### src/rtl/score_overlay_if.sv
// Pixel-side bundle shared by the VGA timing generator / pixel mixer and the
// score overlay: raster position and qualifiers in, one overlay pixel out.
interface score_overlay_if;
  logic [9:0] hcount;
  logic [9:0] vcount;
  logic       enable;
  logic       frame_start;
  logic [2:0] red;
  logic [2:0] green;
  logic [1:0] blue;
  logic       layer;

  // Raster side: drives position/qualifiers, receives the overlay pixel.
  modport master (
    output hcount, vcount, enable, frame_start,
    input  red, green, blue, layer
  );

  // Overlay side: consumes position/qualifiers, produces the overlay pixel.
  modport slave (
    input  hcount, vcount, enable, frame_start,
    output red, green, blue, layer
  );
endinterface

### src/rtl/score_overlay.sv
// Two-player score overlay for the 640x480 pong pipeline.
// Holds both scores, runs the IDLE/PLAY/WON game FSM, and draws each score as a
// vertical stack of bar segments at the screen edges. In WON the winner's stack
// blinks. The pixel output is registered (one cycle behind hcount/vcount).
// Optional feature macro: SCORE_FLASH_EN -- a freshly scored segment is drawn
// yellow for FLASH_FRAMES frames before turning white.
module score_overlay #(
  parameter int MAX_SCORE    = 5,
  parameter int SCORE_W      = 4,
  parameter int SEG_W        = 30,
  parameter int SEG_H        = 60,
  parameter int SEG_PITCH    = 76,
  parameter int SEG_Y0       = 11,
  parameter int P1_X0        = 11,
  parameter int P2_X0        = 601,
  parameter int BLINK_FRAMES = 16,
  parameter int FLASH_FRAMES = 30
) (
  input  logic               clock,
  input  logic               reset,
  score_overlay_if.slave     pix,
  input  logic               menu,
  input  logic               point_p1,
  input  logic               point_p2,
  output logic [SCORE_W-1:0] score1,
  output logic [SCORE_W-1:0] score2,
  output logic               game_over,
  output logic               winner
);

  // Reject parameter sets that would make the stacks or counters meaningless.
  if (MAX_SCORE < 1 || MAX_SCORE > 15) begin : g_bad_max
    $error("score_overlay: MAX_SCORE must be 1..15");
  end
  if ((2 ** SCORE_W) <= MAX_SCORE) begin : g_bad_width
    $error("score_overlay: SCORE_W too narrow for MAX_SCORE");
  end
  if (SEG_PITCH < SEG_H) begin : g_bad_pitch
    $error("score_overlay: SEG_PITCH must be >= SEG_H");
  end
  if (BLINK_FRAMES < 1 || FLASH_FRAMES < 1) begin : g_bad_frames
    $error("score_overlay: BLINK_FRAMES and FLASH_FRAMES must be >= 1");
  end

  typedef enum logic [1:0] {
    S_IDLE = 2'd0,
    S_PLAY = 2'd1,
    S_WON  = 2'd2
  } state_t;

  localparam int                 BLINK_W = (BLINK_FRAMES > 1) ? $clog2(BLINK_FRAMES) : 1;
  localparam logic [SCORE_W-1:0] MAX_S   = SCORE_W'(MAX_SCORE);
  localparam logic [BLINK_W-1:0] BLINK_LAST = BLINK_W'(BLINK_FRAMES - 1);

  state_t             state_r;
  logic [SCORE_W-1:0] score1_r;
  logic [SCORE_W-1:0] score2_r;
  logic               game_over_r;
  logic               winner_r;
  logic               blink_phase_r;
  logic [BLINK_W-1:0] blink_cnt_r;

  logic               accept1_s;
  logic               accept2_s;
  logic [SCORE_W-1:0] next1_s;
  logic [SCORE_W-1:0] next2_s;
  logic               flash_on1_s;
  logic               flash_on2_s;

  logic [2:0]         red_r;
  logic [2:0]         green_r;
  logic [1:0]         blue_r;
  logic               layer_r;
  logic [2:0]         red_s;
  logic [2:0]         green_s;
  logic [1:0]         blue_s;
  logic               layer_s;

  // True when column h falls inside the stack whose left column is x0.
  function automatic logic in_cols(input logic [9:0] h, input int x0);
    return (int'(h) >= x0) && (int'(h) <= x0 + SEG_W - 1);
  endfunction

  // True when row v falls inside segment k of either stack.
  function automatic logic in_seg_row(input logic [9:0] v, input int k);
    int top;
    top = SEG_Y0 + k * SEG_PITCH;
    return (int'(v) >= top) && (int'(v) <= top + SEG_H - 1);
  endfunction

  // Point acceptance: only in PLAY, never while the menu is up, never past the cap.
  always_comb begin
    accept1_s = (state_r == S_PLAY) && !menu && point_p1 && (score1_r < MAX_S);
    accept2_s = (state_r == S_PLAY) && !menu && point_p2 && (score2_r < MAX_S);
    next1_s   = accept1_s ? (score1_r + SCORE_W'(1)) : score1_r;
    next2_s   = accept2_s ? (score2_r + SCORE_W'(1)) : score2_r;
  end

  // Game FSM: scores, win detection with player-1 priority, and blink timing in WON.
  always_ff @(posedge clock) begin
    if (reset) begin
      state_r       <= S_IDLE;
      score1_r      <= '0;
      score2_r      <= '0;
      game_over_r   <= 1'b0;
      winner_r      <= 1'b0;
      blink_phase_r <= 1'b0;
      blink_cnt_r   <= '0;
    end else if (menu) begin
      state_r       <= S_IDLE;
      score1_r      <= '0;
      score2_r      <= '0;
      game_over_r   <= 1'b0;
      winner_r      <= 1'b0;
      blink_phase_r <= 1'b0;
      blink_cnt_r   <= '0;
    end else begin
      case (state_r)
        S_IDLE: begin
          state_r <= S_PLAY;
        end
        S_PLAY: begin
          score1_r <= next1_s;
          score2_r <= next2_s;
          if ((next1_s == MAX_S) || (next2_s == MAX_S)) begin
            state_r       <= S_WON;
            game_over_r   <= 1'b1;
            winner_r      <= (next1_s == MAX_S) ? 1'b0 : 1'b1;
            blink_phase_r <= 1'b0;
            blink_cnt_r   <= '0;
          end else begin
            state_r <= S_PLAY;
          end
        end
        S_WON: begin
          if (pix.frame_start) begin
            if (blink_cnt_r == BLINK_LAST) begin
              blink_cnt_r   <= '0;
              blink_phase_r <= ~blink_phase_r;
            end else begin
              blink_cnt_r <= blink_cnt_r + BLINK_W'(1);
            end
          end else begin
            blink_cnt_r <= blink_cnt_r;
          end
        end
        default: begin
          state_r <= S_IDLE;
        end
      endcase
    end
  end

`ifdef SCORE_FLASH_EN
  localparam int FLASH_W = $clog2(FLASH_FRAMES + 1);

  logic [FLASH_W-1:0] flash1_r;
  logic [FLASH_W-1:0] flash2_r;

  // Next flash count: reload on an accepted point, otherwise count frames down to zero.
  function automatic logic [FLASH_W-1:0] flash_next(input logic [FLASH_W-1:0] cnt,
                                                     input logic hit, input logic fs);
    if (hit) begin
      return FLASH_W'(FLASH_FRAMES);
    end else if (fs && (cnt != '0)) begin
      return cnt - FLASH_W'(1);
    end else begin
      return cnt;
    end
  endfunction

  // Per-player highlight timers for the newest segment.
  always_ff @(posedge clock) begin
    if (reset || menu) begin
      flash1_r <= '0;
      flash2_r <= '0;
    end else begin
      flash1_r <= flash_next(flash1_r, accept1_s, pix.frame_start);
      flash2_r <= flash_next(flash2_r, accept2_s, pix.frame_start);
    end
  end

  assign flash_on1_s = (flash1_r != '0);
  assign flash_on2_s = (flash2_r != '0);
`else
  assign flash_on1_s = 1'b0;
  assign flash_on2_s = 1'b0;
`endif

  // Pixel decode: which stack segment (if any) covers this pixel, and its colour.
  always_comb begin
    logic lit1;
    logic lit2;
    logic new1;
    logic new2;
    logic blank1;
    logic blank2;
    lit1 = 1'b0;
    lit2 = 1'b0;
    new1 = 1'b0;
    new2 = 1'b0;
    for (int k = 0; k < MAX_SCORE; k++) begin
      lit1 = lit1 | (in_seg_row(pix.vcount, k) && (int'(score1_r) > k));
      lit2 = lit2 | (in_seg_row(pix.vcount, k) && (int'(score2_r) > k));
      new1 = new1 | (in_seg_row(pix.vcount, k) && (int'(score1_r) == k + 1));
      new2 = new2 | (in_seg_row(pix.vcount, k) && (int'(score2_r) == k + 1));
    end
    lit1   = lit1 && in_cols(pix.hcount, P1_X0);
    lit2   = lit2 && in_cols(pix.hcount, P2_X0);
    blank1 = (state_r == S_WON) && blink_phase_r && (winner_r == 1'b0);
    blank2 = (state_r == S_WON) && blink_phase_r && (winner_r == 1'b1);

    red_s   = 3'd0;
    green_s = 3'd0;
    blue_s  = 2'd0;
    layer_s = 1'b0;
    if (!pix.enable) begin
      layer_s = 1'b0;
    end else if (lit1 && !blank1) begin
      red_s   = 3'd7;
      green_s = 3'd7;
      blue_s  = (new1 && flash_on1_s) ? 2'd0 : 2'd3;
      layer_s = 1'b1;
    end else if (lit2 && !blank2) begin
      red_s   = 3'd7;
      green_s = 3'd7;
      blue_s  = (new2 && flash_on2_s) ? 2'd0 : 2'd3;
      layer_s = 1'b1;
    end else begin
      layer_s = 1'b0;
    end
  end

  // Register the pixel so the mixer sees a clean one-cycle-latency layer.
  always_ff @(posedge clock) begin
    if (reset) begin
      red_r   <= 3'd0;
      green_r <= 3'd0;
      blue_r  <= 2'd0;
      layer_r <= 1'b0;
    end else begin
      red_r   <= red_s;
      green_r <= green_s;
      blue_r  <= blue_s;
      layer_r <= layer_s;
    end
  end

  assign pix.red   = red_r;
  assign pix.green = green_r;
  assign pix.blue  = blue_r;
  assign pix.layer = layer_r;
  assign score1    = score1_r;
  assign score2    = score2_r;
  assign game_over = game_over_r;
  assign winner    = winner_r;

endmodule

### src/flat_wrapper.sv
// flat-port wrapper written by rule: the top's interface ports become plain ports
module score_overlay_flat 
#(
  parameter int MAX_SCORE    = 5,
  parameter int SCORE_W      = 4,
  parameter int SEG_W        = 30,
  parameter int SEG_H        = 60,
  parameter int SEG_PITCH    = 76,
  parameter int SEG_Y0       = 11,
  parameter int P1_X0        = 11,
  parameter int P2_X0        = 601,
  parameter int BLINK_FRAMES = 16,
  parameter int FLASH_FRAMES = 30
)
  (clock, reset, menu, point_p1, point_p2, score1, score2, game_over, winner, pix_hcount, pix_vcount, pix_enable, pix_frame_start, pix_red, pix_green, pix_blue, pix_layer);
  score_overlay_if pix_i ();
  input  logic clock;
  input  logic reset;
  input  logic menu;
  input  logic point_p1;
  input  logic point_p2;
  output logic [SCORE_W-1:0] score1;
  output logic [SCORE_W-1:0] score2;
  output logic game_over;
  output logic winner;
  input wire logic [$bits(pix_i.hcount)-1:0] pix_hcount;
  input wire logic [$bits(pix_i.vcount)-1:0] pix_vcount;
  input wire logic [$bits(pix_i.enable)-1:0] pix_enable;
  input wire logic [$bits(pix_i.frame_start)-1:0] pix_frame_start;
  output wire logic [$bits(pix_i.red)-1:0] pix_red;
  output wire logic [$bits(pix_i.green)-1:0] pix_green;
  output wire logic [$bits(pix_i.blue)-1:0] pix_blue;
  output wire logic [$bits(pix_i.layer)-1:0] pix_layer;
  assign pix_i.hcount = pix_hcount;
  assign pix_i.vcount = pix_vcount;
  assign pix_i.enable = pix_enable;
  assign pix_i.frame_start = pix_frame_start;
  assign pix_red = pix_i.red;
  assign pix_green = pix_i.green;
  assign pix_blue = pix_i.blue;
  assign pix_layer = pix_i.layer;
  score_overlay #(.MAX_SCORE(MAX_SCORE), .SCORE_W(SCORE_W), .SEG_W(SEG_W), .SEG_H(SEG_H), .SEG_PITCH(SEG_PITCH), .SEG_Y0(SEG_Y0), .P1_X0(P1_X0), .P2_X0(P2_X0), .BLINK_FRAMES(BLINK_FRAMES), .FLASH_FRAMES(FLASH_FRAMES)) u_core (.clock(clock), .reset(reset), .pix(pix_i), .menu(menu), .point_p1(point_p1), .point_p2(point_p2), .score1(score1), .score2(score2), .game_over(game_over), .winner(winner));
endmodule
### config.mk
export PLATFORM = sky130hd
export DESIGN_NAME = score_overlay_flat
export DESIGN_NICKNAME = d
export VERILOG_FILES = /design/src/rtl/score_overlay_if.sv /design/src/rtl/score_overlay.sv /design/src/flat_wrapper.sv
export SDC_FILE = /design/constraint.sdc
export NUM_CORES = 1
export LEC_CHECK = 0
export ABC_AREA = 1
export ABC_CLOCK_PERIOD_IN_PS = 2150
export BUFFER_PORTS_ARGS = -buffer_cell sky130_fd_sc_hd__buf_2
export CAP_MARGIN = 10
export CORE_MARGIN = 3
export CORE_UTILIZATION = 40
export DETAILED_ROUTE_END_ITERATION = 7
export SETUP_SLACK_MARGIN = 0.5
export SLEW_MARGIN = 5
export SYNTH_ARGS = -nofsm -noshare
export SYNTH_HDL_FRONTEND = slang
export SYNTH_SLANG_ARGS = --single-unit
export TNS_END_PERCENT = 5
### constraint.sdc
create_clock -name clock -period 2.15 [get_ports clock]
set_input_delay 0.43 -clock clock [delete_from_list [all_inputs] [get_ports clock]]
set_output_delay 0.43 -clock clock [all_outputs]
set_load 0.05 [all_outputs]
### Yosys cells after proc, flatten, opt, wreduce, memory -nomap -nowiden

Index checks and enable logic that the tools add are counted.

* register bits after elaboration: 23
* output and inout port bits: 19

* add/sub/neg operators: 3
* order comparisons: 26
* equal/unequal tests: 8
* multiplexer cells: 19
* bitwise logic cells: 11
* reduce and logical (&&, ||, !) cells: 40

Operator list (number)
* $logic_and 1x1->1: 29
* $ge 10x4->1 const B: 2
* $ge 10x8->1 const B: 2
* $le 10x8->1 const B: 2
* $le 10x9->1 const B: 2
* $mux 4: 5
* $gt 4x1->1 const B: 4
* $gt 4x2->1 const B: 4
* $add 4x1->4 const B: 3
* $ge 10x10->1 const B: 1
* $ge 10x7->1 const B: 1
* $ge 10x9->1 const B: 1
* $le 10x10->1 const B: 1
* $le 10x6->1 const B: 1
* $le 10x7->1 const B: 1
* $eq 4x3->1 const B: 2
* $gt 4x3->1 const B: 2
* $lt 4x3->1 const B: 2
* $or 1x1->1: 8
* $pmux 4 s2: 1
* $mux 1: 6
* $mux 2: 3
* $mux 3: 2
* $pmux 2 s3: 1
* other kinds (15): 21

### Depth between registers and ports, before layout

Gate-level depths: netlist of run 1.

* word-level depth: 11
* gate-level depth with buffers: 15
* mapped depth without buffers: 15

### Worst setup path before layout of run 1

Ideal clock, no wire load.

* kind: register to register
* from: register u_core.score2_r[0], in the netlist u_core.score2[0]
* to: register u_core.blink_phase_r
* setup time: 113 ps
* arrival: 2048 ps
* data required time: 2037 ps
* path slack: -11 ps
* cell stages (with the launch flop): 15
* buffers on the path: 0
* path through: dfxtp_1 > inv_1 > ha_1 > nor2_2 > nor2_8 > nand2_4 > nand2_1 > nand2_1 > nor2_2 > nand2_2 > nand2_4 > nand2_8 > o21ai_1 > nor2_1 > nor2_1

* cells in the longest elaborated chain, start to end: 7
* elaborated cells on any way between the ends: 8
* those cells by class: add/sub: 1; order compare: 1; eq/ne: 2; mux: 1; reduce/logical: 3

RTL lines
* start: declaration: line score_overlay.sv:57 `logic [SCORE_W-1:0] score2_r;`
* start signal: assignment: line score_overlay.sv:124 `score2_r <= next2_s;`
* $lt 4x3->1: line score_overlay.sv:94 `accept2_s = (state_r == S_PLAY) && !menu && point_p2 && (score2_r < MAX_S);`
* $logic_and 1x1->1: line score_overlay.sv:94
* $mux 4 *: line score_overlay.sv:96 `next2_s = accept2_s ? (score2_r + SCORE_W'(1)) : score2_r;`
* $eq 4x3->1 *: line score_overlay.sv:125 `if ((next1_s == MAX_S) || (next2_s == MAX_S)) begin`
* $logic_or 1x1->1 *: line score_overlay.sv:125
* $ne 2x2->1 (no line) *
* $reduce_and 4->1 (no line) *
* end signal: assignment: line score_overlay.sv:139 `blink_phase_r <= ~blink_phase_r;`
* end: declaration: line score_overlay.sv:60 `logic blink_phase_r;`

Mark *: on every way between the ends. The rest lies on a longest branch, timed or not.
A chain may end at the register's enable or synchronous reset.

### Worst setup path after layout of run 1

* from: register u_core.score1_r[1], in the netlist u_core.score1[1]
* to: register u_core.state_r[0]

* cells in the longest elaborated chain, start to end: 7
* elaborated cells on any way between the ends: 8
* those cells by class: add/sub: 1; order compare: 1; eq/ne: 1; mux: 3; reduce/logical: 2

RTL lines
* start: declaration: line score_overlay.sv:56 `logic [SCORE_W-1:0] score1_r;`
* start signal: assignment: line score_overlay.sv:123 `score1_r <= next1_s;`
* $lt 4x3->1: line score_overlay.sv:93 `accept1_s = (state_r == S_PLAY) && !menu && point_p1 && (score1_r < MAX_S);`
* $logic_and 1x1->1: line score_overlay.sv:93
* $mux 4 *: line score_overlay.sv:95 `next1_s = accept1_s ? (score1_r + SCORE_W'(1)) : score1_r;`
* $eq 4x3->1 *: line score_overlay.sv:125
* $logic_or 1x1->1 *: line score_overlay.sv:125
* $mux 2 *: line score_overlay.sv:125
* $pmux 2 s3 *: line score_overlay.sv:118 `case (state_r)`
* end signal: assignment: line score_overlay.sv:120 `state_r <= S_PLAY;`
* end signal: assignment: line score_overlay.sv:126 `state_r <= S_WON;`
* end signal: assignment: line score_overlay.sv:132 `state_r <= S_PLAY;`
* end: declaration: line score_overlay.sv:55 `state_t state_r;`

Marks and branches as above.

==> results.txt, run 1 <==
N_diodes: 0
Row cnt: 23
Arr. time, crit path: 1.82 ns
Syn Inst Count: 264
Syn Nets: 302
Clock H-tree levels: 1
Hold_ws: 0.429 ns
Comb pwr share: 19.5%
Design Area, Final: 2170 um^2
Crit. Startpoint: u_core.score1[1]$_SDFFE_PP0P_
Layout cells sized above 1: 36.2%
Total CTS buffers: 3
Crit-path max FO: 5
Sw Share: 27.3%
Routability cong.: 0.868
Clock power share: 36.1%
Final #Nets: 351
Synthesized-area fraction occupied by xor and xnor cells: 1.02%
Synth Area in Simple Gates: 45.5%
First-pass GRT wire length: 6.67 mm
Die H: 71.4 um
R2r startpoint: u_core.score1[1]$_SDFFE_PP0P_
Worst-Margin Slew: 0.493 ns
Critical path class: flip-flop to flip-flop
Maxcap violations: 0
Post-route ant nets: 0
Ranking of synthesized cells by area: dfxtp_1 21%, nand2_1 12%, inv_1 8.1%
Clock skew: 0.00280 ns
Pin count of the biggest net entering global routing: 15
Area post-placement: 1970 um^2
Synth warn: 0
Sequential area share after synthesis: 21.0%
Sink Count: 18
Initial antenna violation count: 0
Reg2Reg Capture Point: u_core.state_r[0]$_SDFFE_PP0N_
Final Util: 53.4%
Worst reg-to-reg setup slack: 0.49 ns
Total grt overflow: 0
Critical Path RT: 2.31 ns
Die Footprint: 5100 um^2
Initial Utilization: 42.2%
WL per Instance: 11.0 um
Post-route DRC violation count: 0
Final max-slew violation count: 0
Post-Synth Adder-Cell Area: 8.04%
Final setup viols: 0
Main combinational cell family by area after synthesis: simple AND/OR/NAND/NOR gates
RSZ-0062 raised after global routing: true
Syn-to-layout area delta: 26.4%
Max Root-Sink Buffers: 2
Placed wire-length estimate: 3.01 mm
Mux cell area share after synthesis: 0%
FMAX: 0.604 GHz
Hold buffers post-CTS: 0
Vias: 1751
Initial DRC Count: 66
Skew-Pair Late Insertion Delay: 0.25 ns
Fill count: 414
Layout Cells excl Fill: 362
Vias in the first global route: 1505
Lkg Pwr: 0.00113 uW
Sequential power share: 44.4%
Die Width: 71.4 um
VDD IR max: 0.000401 V
P_int: 549 uW
Status: completed
FF+latch count, synth: 18
Syn avg cell area: 6.49 um^2
Power Dens Cells: 349 nW/um^2
Reg2Reg Depth: 13
Share of the synthesized area in the top cell type: 21.0%
CTS tree: yes
Total track usage: 15.8%
CP Capture Type: flip-flop
Crit path launch type: flip-flop
Worst-path clk slew: 0.07 ns
Synth area leader: dfxtp_1
Netlist Area Pre-Place: 1710 um^2
Hold WC Path Type: primary input to flip-flop
Final Hold Viols: 0
Complex-gate fraction of the synthesized area: 10.6%
IO buf count: 45
Ports: 46
Setup TNS: 0 ns
Worst Setup EP: u_core.state_r[0]$_SDFFE_PP0N_
Routed WL: 4.00 mm
CTS root buffer: clkbuf_8
Placed cell count: 349
Final Cycle Share: 77.0%
Core box area: 4060 um^2
Final min period: 1.66 ns
Netlist cell types: 34
Initial DRT Pass Iterations: 4
Worst slew margin: 67.1%
Net Sw Power: 206 uW
Vias/cell: 4.84
critical path, stage by stage, from the launching register on:
cell      delay (ns)
dfxtp_4         0.35
inv_4           0.06
ha_4            0.14
nor2_4          0.04
nor2_4          0.14
nand2_2         0.10
nand2_1         0.08
nand2_1         0.06
nand2_1         0.09
inv_2           0.05
nand2_4         0.09
nand2_8         0.07
buf_4           0.13
a211oi_1        0.17
cells in the final DEF, fill, tap and decap left out, drive strengths merged:
| cell type | count |
|---|---|
| a21oi | 16 |
| a21boi | 1 |
| nand3 | 25 |
| buf | 52 |
| o21ai | 9 |
| nand2 | 74 |
| xor2 | 1 |
| xnor2 | 1 |
| clkinv | 1 |
| clkbuf | 4 |
| nand4 | 5 |
| nor4 | 2 |
| nor3 | 6 |
| a31oi | 1 |
| o311ai | 1 |
| o211ai | 1 |
| a211oi | 1 |
| ha | 11 |
| nand3b | 3 |
| a22oi | 1 |
| nor2 | 37 |
| inv | 41 |
| dfxtp | 18 |
sequential cells by signal, summed over array words and instances (netlist names):
register              flops
u_core.score1             4
u_core.blink_phase_r      1
u_core.score2             4
u_core.winner             1
u_core.state_r            2
u_core.game_over          1
u_core.blink_cnt_r        4
u_core.pix.blue           1
metal layers:
| metal | share of wire (%) | track usage [%] |
|---|---|---|
| met5 | 0 | 0 |
| met4 | 0.58 | 3.76 |
| met3 | 5.4 | 2.66 |
| met2 | 46 | 24.7 |
| met1 | 48 | 22.6 |
how the worst min path moves through the flow:
| stage | startpoint | slack, ns | endpoint | cells past startpoint |
|---|---|---|---|---|
| floorplan | u_core.state_r[1]$_SDFFE_PP0N_ | 0.42 | u_core.state_r[0]$_SDFFE_PP0N_ | 1 |
| global placement | u_core.game_over$_SDFFE_PP0P_ | 0.44 | u_core.game_over$_SDFFE_PP0P_ | 2 |
| detailed placement | u_core.game_over$_SDFFE_PP0P_ | 0.44 | u_core.game_over$_SDFFE_PP0P_ | 2 |
| CTS | pix_enable | 0.43 | u_core.pix.blue[0]$_SDFF_PP0_ | 3 |
| global route | pix_enable | 0.45 | u_core.pix.blue[0]$_SDFF_PP0_ | 3 |
| finish | pix_enable | 0.43 | u_core.pix.blue[0]$_SDFF_PP0_ | 3 |
cells by family after synthesis:
group,Yosys count
buf+inv,52
fa+ha+maj,11
simple gates,150
compound gates,31
xor+xnor,2
flops,18
metrics by stage:
stage	power [uW]	worst slack, ns
after global placement	479	0.458
after floorplan	433	0.504
final	756	0.494
after CTS	755	0.496
after detailed placement	478	0.462
after global routing	799	0.372
Yosys cell counts, drive strengths merged:
cell,number
a211oi,1
a21boi,1
a21oi,16
a22oi,1
a31oi,1
buf,10
dfxtp,18
ha,11
inv,42
nand2,73
nand3,25
nand3b,3
nand4,5
nor2,36
nor3,6
nor4,2
o211ai,1
o21ai,9
o311ai,1
xnor2,1
xor2,1
cell type report:
type / instances / area (um^2) / area share [%]
Tap cell: 50 / 62.6 / 2.89
Clock buffer: 4 / 55.1 / 2.54
Sequential cell: 18 / 382 / 17.6
Multi-Input combinational cell: 196 / 1210 / 56.0
Inverter: 42 / 175 / 8.09
Timing Repair Buffer: 52 / 278 / 12.8
repair_timing:
| action | in CTS | in global routing |
|---|---|---|
| resized for setup | 4 | 12 |
| setup endpoints to repair | 5 | 9 |
| setup buffers | 4 | 3 |
| pin swaps | 3 | 14 |
| gates cloned | 1 | 1 |
power by group through the flow:
stage,registers [uW],logic (uW),clock network [uW]
after floorplan,347,86.9,0
after global placement,342,136,0
after detailed placement,342,136,0
after CTS,334,140,281
after global routing,335,167,297
final,335,147,273
(Power assumes the default switching activity.)
==> run 2, diff against run 1 <==
ABC_CLOCK_PERIOD_IN_PS = 1700   (was 2150)
clock period = 1.7 ns   (was 2.15 ns; I/O delays follow)
==> run 2 against run 1 <==
Fmax increased by 1.8%. Sequential power is 26% higher. Design area rose by 3.0%. Via count increased by 1.1%. Sequential share of layout area fell by 0.51 points. Critical path depth shrank 1. Setup slack worse by 0.42 ns. Die area is the same. Critical path type unchanged. Routed wire length grew 0.68%. Cell count is 0.55% higher. Global-route usage grew 0.46 points. Critical endpoint is now u_core.blink_cnt_r[2]$_SDFFE_PP0P_.
==> results.txt, run 2 (synthesis gave the netlist of run 1 again) <==
Status: completed (unchanged)
CP most frequent cell: nand2_4 (was nand2_1)
Layout cells sized above 1: 36.0% (was 36.2%)
Worst-path clk slew: 0.07 ns (about the same)
Initial antenna violation count: 0 (unchanged)
Placed wire-length estimate: 3.05 mm (was 3.01 mm)
Most frequent cells in the layout: 54 x nand2_1, 33 x inv_1, 32 x buf_2 (was 53 x nand2_1, 45 x buf_2, 33 x inv_1)
Skew-Pair Late Insertion Delay: 0.25 ns (about the same)
Count of buffer and inverter cells on the critical path: 1 (was 3)
Routability cong.: 0.851 (was 0.868)
Vias: 1771 (was 1751)
CTS root buffer: clkbuf_8 (unchanged)
Pin count of the biggest net entering global routing: 15 (unchanged)
Slowest CP cell: dfxtp_4 (unchanged)
CTS tree: yes (unchanged)
CP delay by family, top: simple AND/OR/NAND/NOR gates (unchanged)
GR peak layer: met2 (unchanged)
CP cell instances: buf_4 -> ha_2 -> xnor2_1 -> nand3_1 -> nand2_2 -> nor2_4 -> nand2_4 -> nand2_4 -> nand2_8 -> nand2_4 -> nand2_2 -> a21oi_2 (was inv_4 -> ha_4 -> nor2_4 -> nor2_4 -> nand2_2 -> nand2_1 -> nand2_1 -> nand2_1 -> inv_2 -> nand2_4 -> nand2_8 -> buf_4 -> a211oi_1)
Register Area: 382 um^2 (unchanged)
Final Util: 55.0% (was 53.4%)
M3 GR Usage: 1.82% (was 2.66%)
Final min period: 1.63 ns (was 1.66 ns)
Hold buffers post-CTS: 0 (unchanged)
Routed WL: 4.03 mm (was 4.00 mm)
Die Footprint: 5100 um^2 (unchanged)
Critical path class: flip-flop to flip-flop (unchanged)
Ports: 46 (unchanged)
Initial DRC Count: 59 (was 66)
Core box area: 4060 um^2 (unchanged)
Final Cycle Share: 95.7% (was 77.0%)
Sequential power share: 43.9% (was 44.4%)
Final max-slew violation count: 0 (unchanged)
Final setup viols: 0 (unchanged)
RSZ-0062 raised after global routing: true (unchanged)
IO buf count: 45 (unchanged)
Power Dens Cells: 432 nW/um^2 (was 349 nW/um^2)
Post-route ant nets: 0 (unchanged)
Total track usage: 16.2% (was 15.8%)
Hold WC Path Type: primary input to flip-flop (unchanged)
Vias/cell: 4.87 (was 4.84)
Comb pwr share: 19.7% (was 19.5%)
Total grt overflow: 0 (unchanged)
CP Capture Type: flip-flop (unchanged)
Area of the multi-input gates: 1180 um^2 (was 1210 um^2)
Lkg Pwr: 0.00113 uW (about the same)
Sw Share: 27.6% (was 27.3%)
Die H: 71.4 um (unchanged)
Initial DRT Pass Iterations: 4 (unchanged)
Arr. time, crit path: 1.81 ns (was 1.82 ns)
Initial Utilization: 42.2% (unchanged)
Max Root-Sink Buffers: 2 (unchanged)
Final Hold Viols: 0 (unchanged)
Clock skew: 0.00345 ns (was 0.00280 ns)
Syn-to-layout area delta: 30.2% (was 26.4%)
Total CTS buffers: 3 (unchanged)
N_diodes: 0 (unchanged)
Clock power share: 36.4% (was 36.1%)
FMAX: 0.614 GHz (was 0.604 GHz)
Most common cell after layout, fill and taps aside: nand2_1 (unchanged)
Sink Count: 18 (unchanged)
Final #Nets: 353 (was 351)
Row cnt: 23 (unchanged)
First-pass GRT wire length: 6.87 mm (was 6.67 mm)
Net Sw Power: 266 uW (was 206 uW)
VDD IR max: 0.000366 V (was 0.000401 V)
P_int: 699 uW (was 549 uW)
Vias in the first global route: 1599 (was 1505)
Worst path max stage delay: 0.36 ns (was 0.35 ns)
Worst slew margin: 65.7% (was 67.1%)
GR Util met2: 27.9% (was 24.7%)
Clock H-tree levels: 1 (unchanged)
Die Width: 71.4 um (unchanged)
Fill count: 420 (was 414)
Crit-path max FO: 5 (unchanged)
GRT met1 Usage: 22.0% (was 22.6%)
WL per Instance: 11.1 um (was 11.0 um)
Post-route DRC violation count: 0 (unchanged)
Maxcap violations: 0 (unchanged)
Worst-Margin Slew: 0.514 ns (was 0.493 ns)
Critical Path RT: 1.89 ns (was 2.31 ns)
Hold_ws: 0.318 ns (was 0.429 ns)
Crit path launch type: flip-flop (unchanged)
run 2: power by group through the flow:
stage                     sequential, uW  combinational [uW]  clock (uW)
after floorplan                      438                 110           0
after global placement               433                 176           0
after detailed placement             433                 176           0
after CTS                            422                 183         366
after global routing                 423                 215         394
final                                423                 190         351
run 2: timing repair:
item	in CTS	in global routing
cloned	1	1
resized for setup	2	45
pin swaps	7	7
setup endpoints to repair	29	35
buffers inserted	8	0
run 2: layer usage:
layer | vias to the layer above | part of all wire, %
li1 | 941 | -
met1 | 800 | 48
met2 | 28 | 47
met3 | 2 | 4.1
met4 | 0 | 0.57
met5 | - | 0
run 2: cell type report:
| cell class | instances | share of cell area, % |
|---|---|---|
| inverter | 42 | 7.74 |
| multi-input combinational | 196 | 53.1 |
| clock buffer | 4 | 2.47 |
| sequential | 18 | 17.1 |
| tap | 50 | 2.80 |
| timing repair buffer | 54 | 16.8 |
run 2: worst register-to-register path, cell delays in order (launching register included):
cell and delay, ns:
dfxtp_4 0.36, buf_4 0.16, ha_2 0.18, xnor2_1 0.12, nand3_1 0.08, nand2_2 0.08, nor2_4 0.10, nand2_4 0.07
nand2_4 0.10, nand2_8 0.07, nand2_4 0.08, nand2_2 0.06, a21oi_2 0.10
run 2: metrics by stage:
step	std cells	cell area, um^2	power (uW)	setup TNS, ns	setup slack, ns
final	364	2230	965	0	0.0726
after floorplan	264	1770	549	0	0.0701
after detailed placement	350	1990	609	0	0.0192
after global placement	350	1990	609	0	0.00339
after global routing	364	2230	1030	-0.248	-0.0615
after CTS	363	2120	972	0	0.0544
run 2: final timing paths:
kind | slack, ns | start | endpoint | depth (start not counted)
worst max-delay path | 0.07 | u_core.score1[0]$_SDFFE_PP0P_ | u_core.blink_cnt_r[2]$_SDFFE_PP0P_ | 12
worst min-delay path | 0.32 | pix_enable | u_core.pix.blue[0]$_SDFF_PP0_ | 3
worst max register to register | 0.07 | u_core.score1[0]$_SDFFE_PP0P_ | u_core.blink_cnt_r[2]$_SDFFE_PP0P_ | 12
worst min register to register | 0.45 | u_core.game_over$_SDFFE_PP0P_ | u_core.game_over$_SDFFE_PP0P_ | 2
==> run 3, diff against run 2 <==
ABC_AREA = unset   (was 1)
CORE_MARGIN = 2   (was 3)
CTS_BUF_LIST = sky130_fd_sc_hd__clkbuf_8   (was unset)
==> run 3 against run 2 <==
The flow now finishes with violations (negative setup slack). Routed wire length up 1.5%. Clock power about the same. First-iteration DRC count down 22%. Clock-buffer cell count unchanged. Sequential share of layout area down 0.88 points. Die area down 16%. Setup slack worse by 0.19 ns. Global-route usage up 3.5 points. Synthesized cell count down 29%. Sequential power about the same.
==> results.txt, run 3 <==
Total CTS buffers: 3 (unchanged)
Total track usage: 19.8% (was 16.2%)
Placed wire-length estimate: 3.19 mm (was 3.05 mm)
Final max-slew violation count: 0 (unchanged)
Post-route ant nets: 0 (unchanged)
Synth warn: 0 (unchanged)
CP Capture Type: flip-flop (unchanged)
Arr. time, crit path: 1.97 ns (was 1.81 ns)
Die H: 65.6 um (was 71.4 um)
Power Dens Cells: 408 nW/um^2 (was 432 nW/um^2)
Pin count of the biggest net entering global routing: 13 (was 15)
Worst-Margin Slew: 0.493 ns (was 0.514 ns)
Total grt overflow: 0 (unchanged)
Number of flops mapped to enable cells by yosys: 0 (unchanged)
Syn avg cell area: 8.11 um^2 (was 6.49 um^2)
CTS tree: yes (unchanged)
N_diodes: 0 (unchanged)
Layout cells sized above 1: 50.2% (was 36.0%)
Placed cell count: 305 (was 350)
Syn Nets: 225 (was 302)
Core box area: 3660 um^2 (was 4060 um^2)
Synth area leader: dfxtp_1 (unchanged)
Slowest CP cell: dfxtp_4 (unchanged)
Initial Utilization: 41.4% (was 42.2%)
Die Footprint: 4300 um^2 (was 5100 um^2)
Worst-path clk slew: 0.07 ns (about the same)
Final Hold Viols: 0 (unchanged)
CP cell instances: ha_2 -> xnor2_1 -> or3_1 -> mux2i_1 -> a32o_2 -> a21oi_2 -> o21a_1 (was buf_4 -> ha_2 -> xnor2_1 -> nand3_1 -> nand2_2 -> nor2_4 -> nand2_4 -> nand2_4 -> nand2_8 -> nand2_4 -> nand2_2 -> a21oi_2)
Status: finished, violations left (was completed)
Ports: 46 (unchanged)
Initial DRC Count: 46 (was 59)
IO buf count: 45 (unchanged)
Final #Nets: 304 (was 353)
Clock H-tree levels: 1 (unchanged)
Setup ws final: -0.122 ns (was 0.0726 ns)
Final min period: 1.82 ns (was 1.63 ns)
Sequential area share after synthesis: 23.8% (was 21.0%)
Hold buffers post-CTS: 0 (unchanged)
Synth cell count leaders: 20 x nor2_1, 18 x dfxtp_1, 11 x a21oi_1, 11 x ha_1, 11 x nand2_1 (was 56 x nand2_1, 37 x inv_1, 28 x nor2_1, 24 x nand3_1, 18 x dfxtp_1)
Initial DRT Pass Iterations: 4 (unchanged)
Worst slew margin: 66.9% (was 65.7%)
WL per Instance: 13.1 um (was 11.1 um)
Max Root-Sink Buffers: 2 (unchanged)
Worst reg-to-reg setup slack: -0.12 ns (was 0.07 ns)
Syn-to-layout area delta: 55.6% (was 30.2%)
Row cnt: 22 (was 23)
Netlist Area Pre-Place: 1520 um^2 (was 1710 um^2)
Vias/cell: 5.31 (was 4.87)
Worst path max stage delay: 0.37 ns (was 0.36 ns)
Routability cong.: 0.877 (was 0.851)
Routed WL: 4.09 mm (was 4.03 mm)
Predominant post-synthesis flop cell: dfxtp_1 (unchanged)
Final setup viols: 9 (was 0)
CTS root buffer: clkbuf_8 (unchanged)
Count leader, synth: nor2_1 (was nand2_1)
Layout Cells excl Fill: 313 (was 364)
Sink Count: 18 (unchanged)
Hold WC Path Type: primary input to flip-flop (unchanged)
Setup TNS: -0.766 ns (was 0 ns)
First-pass GRT wire length: 6.84 mm (was 6.87 mm)
Most common cell after layout, fill and taps aside: buf_4 (was nand2_1)
Crit-path max FO: 7 (was 5)
Critical path class: flip-flop to flip-flop (unchanged)
RSZ-0062 raised after global routing: true (unchanged)
Maxcap violations: 0 (unchanged)
Syn Inst Count: 187 (was 264)
Violated checks: negative setup slack
FF+latch count, synth: 18 (unchanged)
Final Cycle Share: 107% (was 95.7%)
VDD IR max: 0.000544 V (was 0.000366 V)
Final Util: 64.5% (was 55.0%)
Netlist cell types: 50 (was 34)
Fill count: 321 (was 420)
Vias: 1663 (was 1771)
Async S/R FF share, synth: 0% (unchanged)
Skew-Pair Late Insertion Delay: 0.26 ns (was 0.25 ns)
Ranking of synthesized cells by area: dfxtp_1 24%, ha_1 9.1%, nor2_1 5.0% (was dfxtp_1 21%, nand2_1 12%, inv_1 8.1%)
Most frequent cells in the layout: 43 x buf_4, 29 x buf_2, 20 x nor2_1 (was 54 x nand2_1, 33 x inv_1, 32 x buf_2)
Share of the synthesized area in the top cell type: 23.8% (was 21.0%)
Lkg Pwr: 0.000954 uW (was 0.00113 uW)
Clock skew: 0.00639 ns (was 0.00345 ns)
FMAX: 0.549 GHz (was 0.614 GHz)
Critical Path RT: 1.85 ns (was 1.89 ns)
Initial antenna violation count: 0 (unchanged)
Post-route DRC violation count: 0 (unchanged)
Die Width: 65.6 um (was 71.4 um)
Vias in the first global route: 1599 (unchanged)
Crit path launch type: flip-flop (unchanged)
[run 3: what timing repair did]
action / CTS / global route
pin swaps: 14 / 11
endpoints found under the setup margin: 37 / 37
cloned: 0 / 0
buffers inserted: 4 / 0
resized for setup: 36 / 36
[run 3: cells by family after synthesis]
| family | count (synthesis) | synth area share, % |
|---|---|---|
| compound gates | 53 | 26.7 |
| xor+xnor | 5 | 2.89 |
| fa+ha+maj | 11 | 9.08 |
| buf+inv | 22 | 7.59 |
| flops | 18 | 23.8 |
| mux | 5 | 3.71 |
| simple gates | 73 | 26.3 |
[run 3: metal layers]
layer / global-route usage (%) / wire (um)
met3: 3.25 / 129
met4: 5.21 / 41
met1: 25.4 / 1870
met5: 0 / 0
met2: 34.2 / 2040
[run 3: stage by stage]
stage	total power [uW]	area (um^2)	setup WS, ns	hold WS (ns)
2_1_floorplan	507	1570	-0.252	0.450
3_3_place_gp	594	2060	-0.187	0.485
3_5_place_dp	600	2060	-0.240	0.478
4_1_cts	962	2270	-0.137	0.372
5_1_grt	1010	2360	-0.176	0.398
6_report	962	2360	-0.122	0.374
[run 3: power breakdown]
group	internal (uW)	switching (uW)	leakage (uW)
Clock	206	148	0.0000288
Combinational	93.3	95.2	0.000774
Sequential	418	1.94	0.000151
[run 3: cell type report]
class / instances / area [um^2] / share of cell area (%)
multi-input cells: 147 / 1150 / 48.9
repair buffers: 88 / 667 / 28.3
flip-flops and latches: 18 / 383 / 16.2
well taps: 48 / 60.1 / 2.55
clock buffers: 4 / 55.1 / 2.33
inverters: 8 / 40.0 / 1.70
[run 3: critical path: cells and delay by family, from the launching register on]
family	cells	cell delay, ns
and+or+nand+nor	1	0.31
xor gates and xnor gates	1	0.11
adders and majority gates	1	0.20
DFF	1	0.37
AOI/OAI and AO/OA	3	0.51
muxes	1	0.21
[run 3: final timing paths]
| kind | startpoint | endpoint | depth (start not counted) |
|---|---|---|---|
| max | u_core.score1[0]$_SDFFE_PP0P_ | u_core.blink_cnt_r[3]$_SDFFE_PP0P_ | 7 |
| min | pix_frame_start | u_core.blink_cnt_r[1]$_SDFFE_PP0P_ | 3 |
| max reg2reg | u_core.score1[0]$_SDFFE_PP0P_ | u_core.blink_cnt_r[3]$_SDFFE_PP0P_ | 7 |
| min reg2reg | u_core.game_over$_SDFFE_PP0P_ | u_core.game_over$_SDFFE_PP0P_ | 1 |
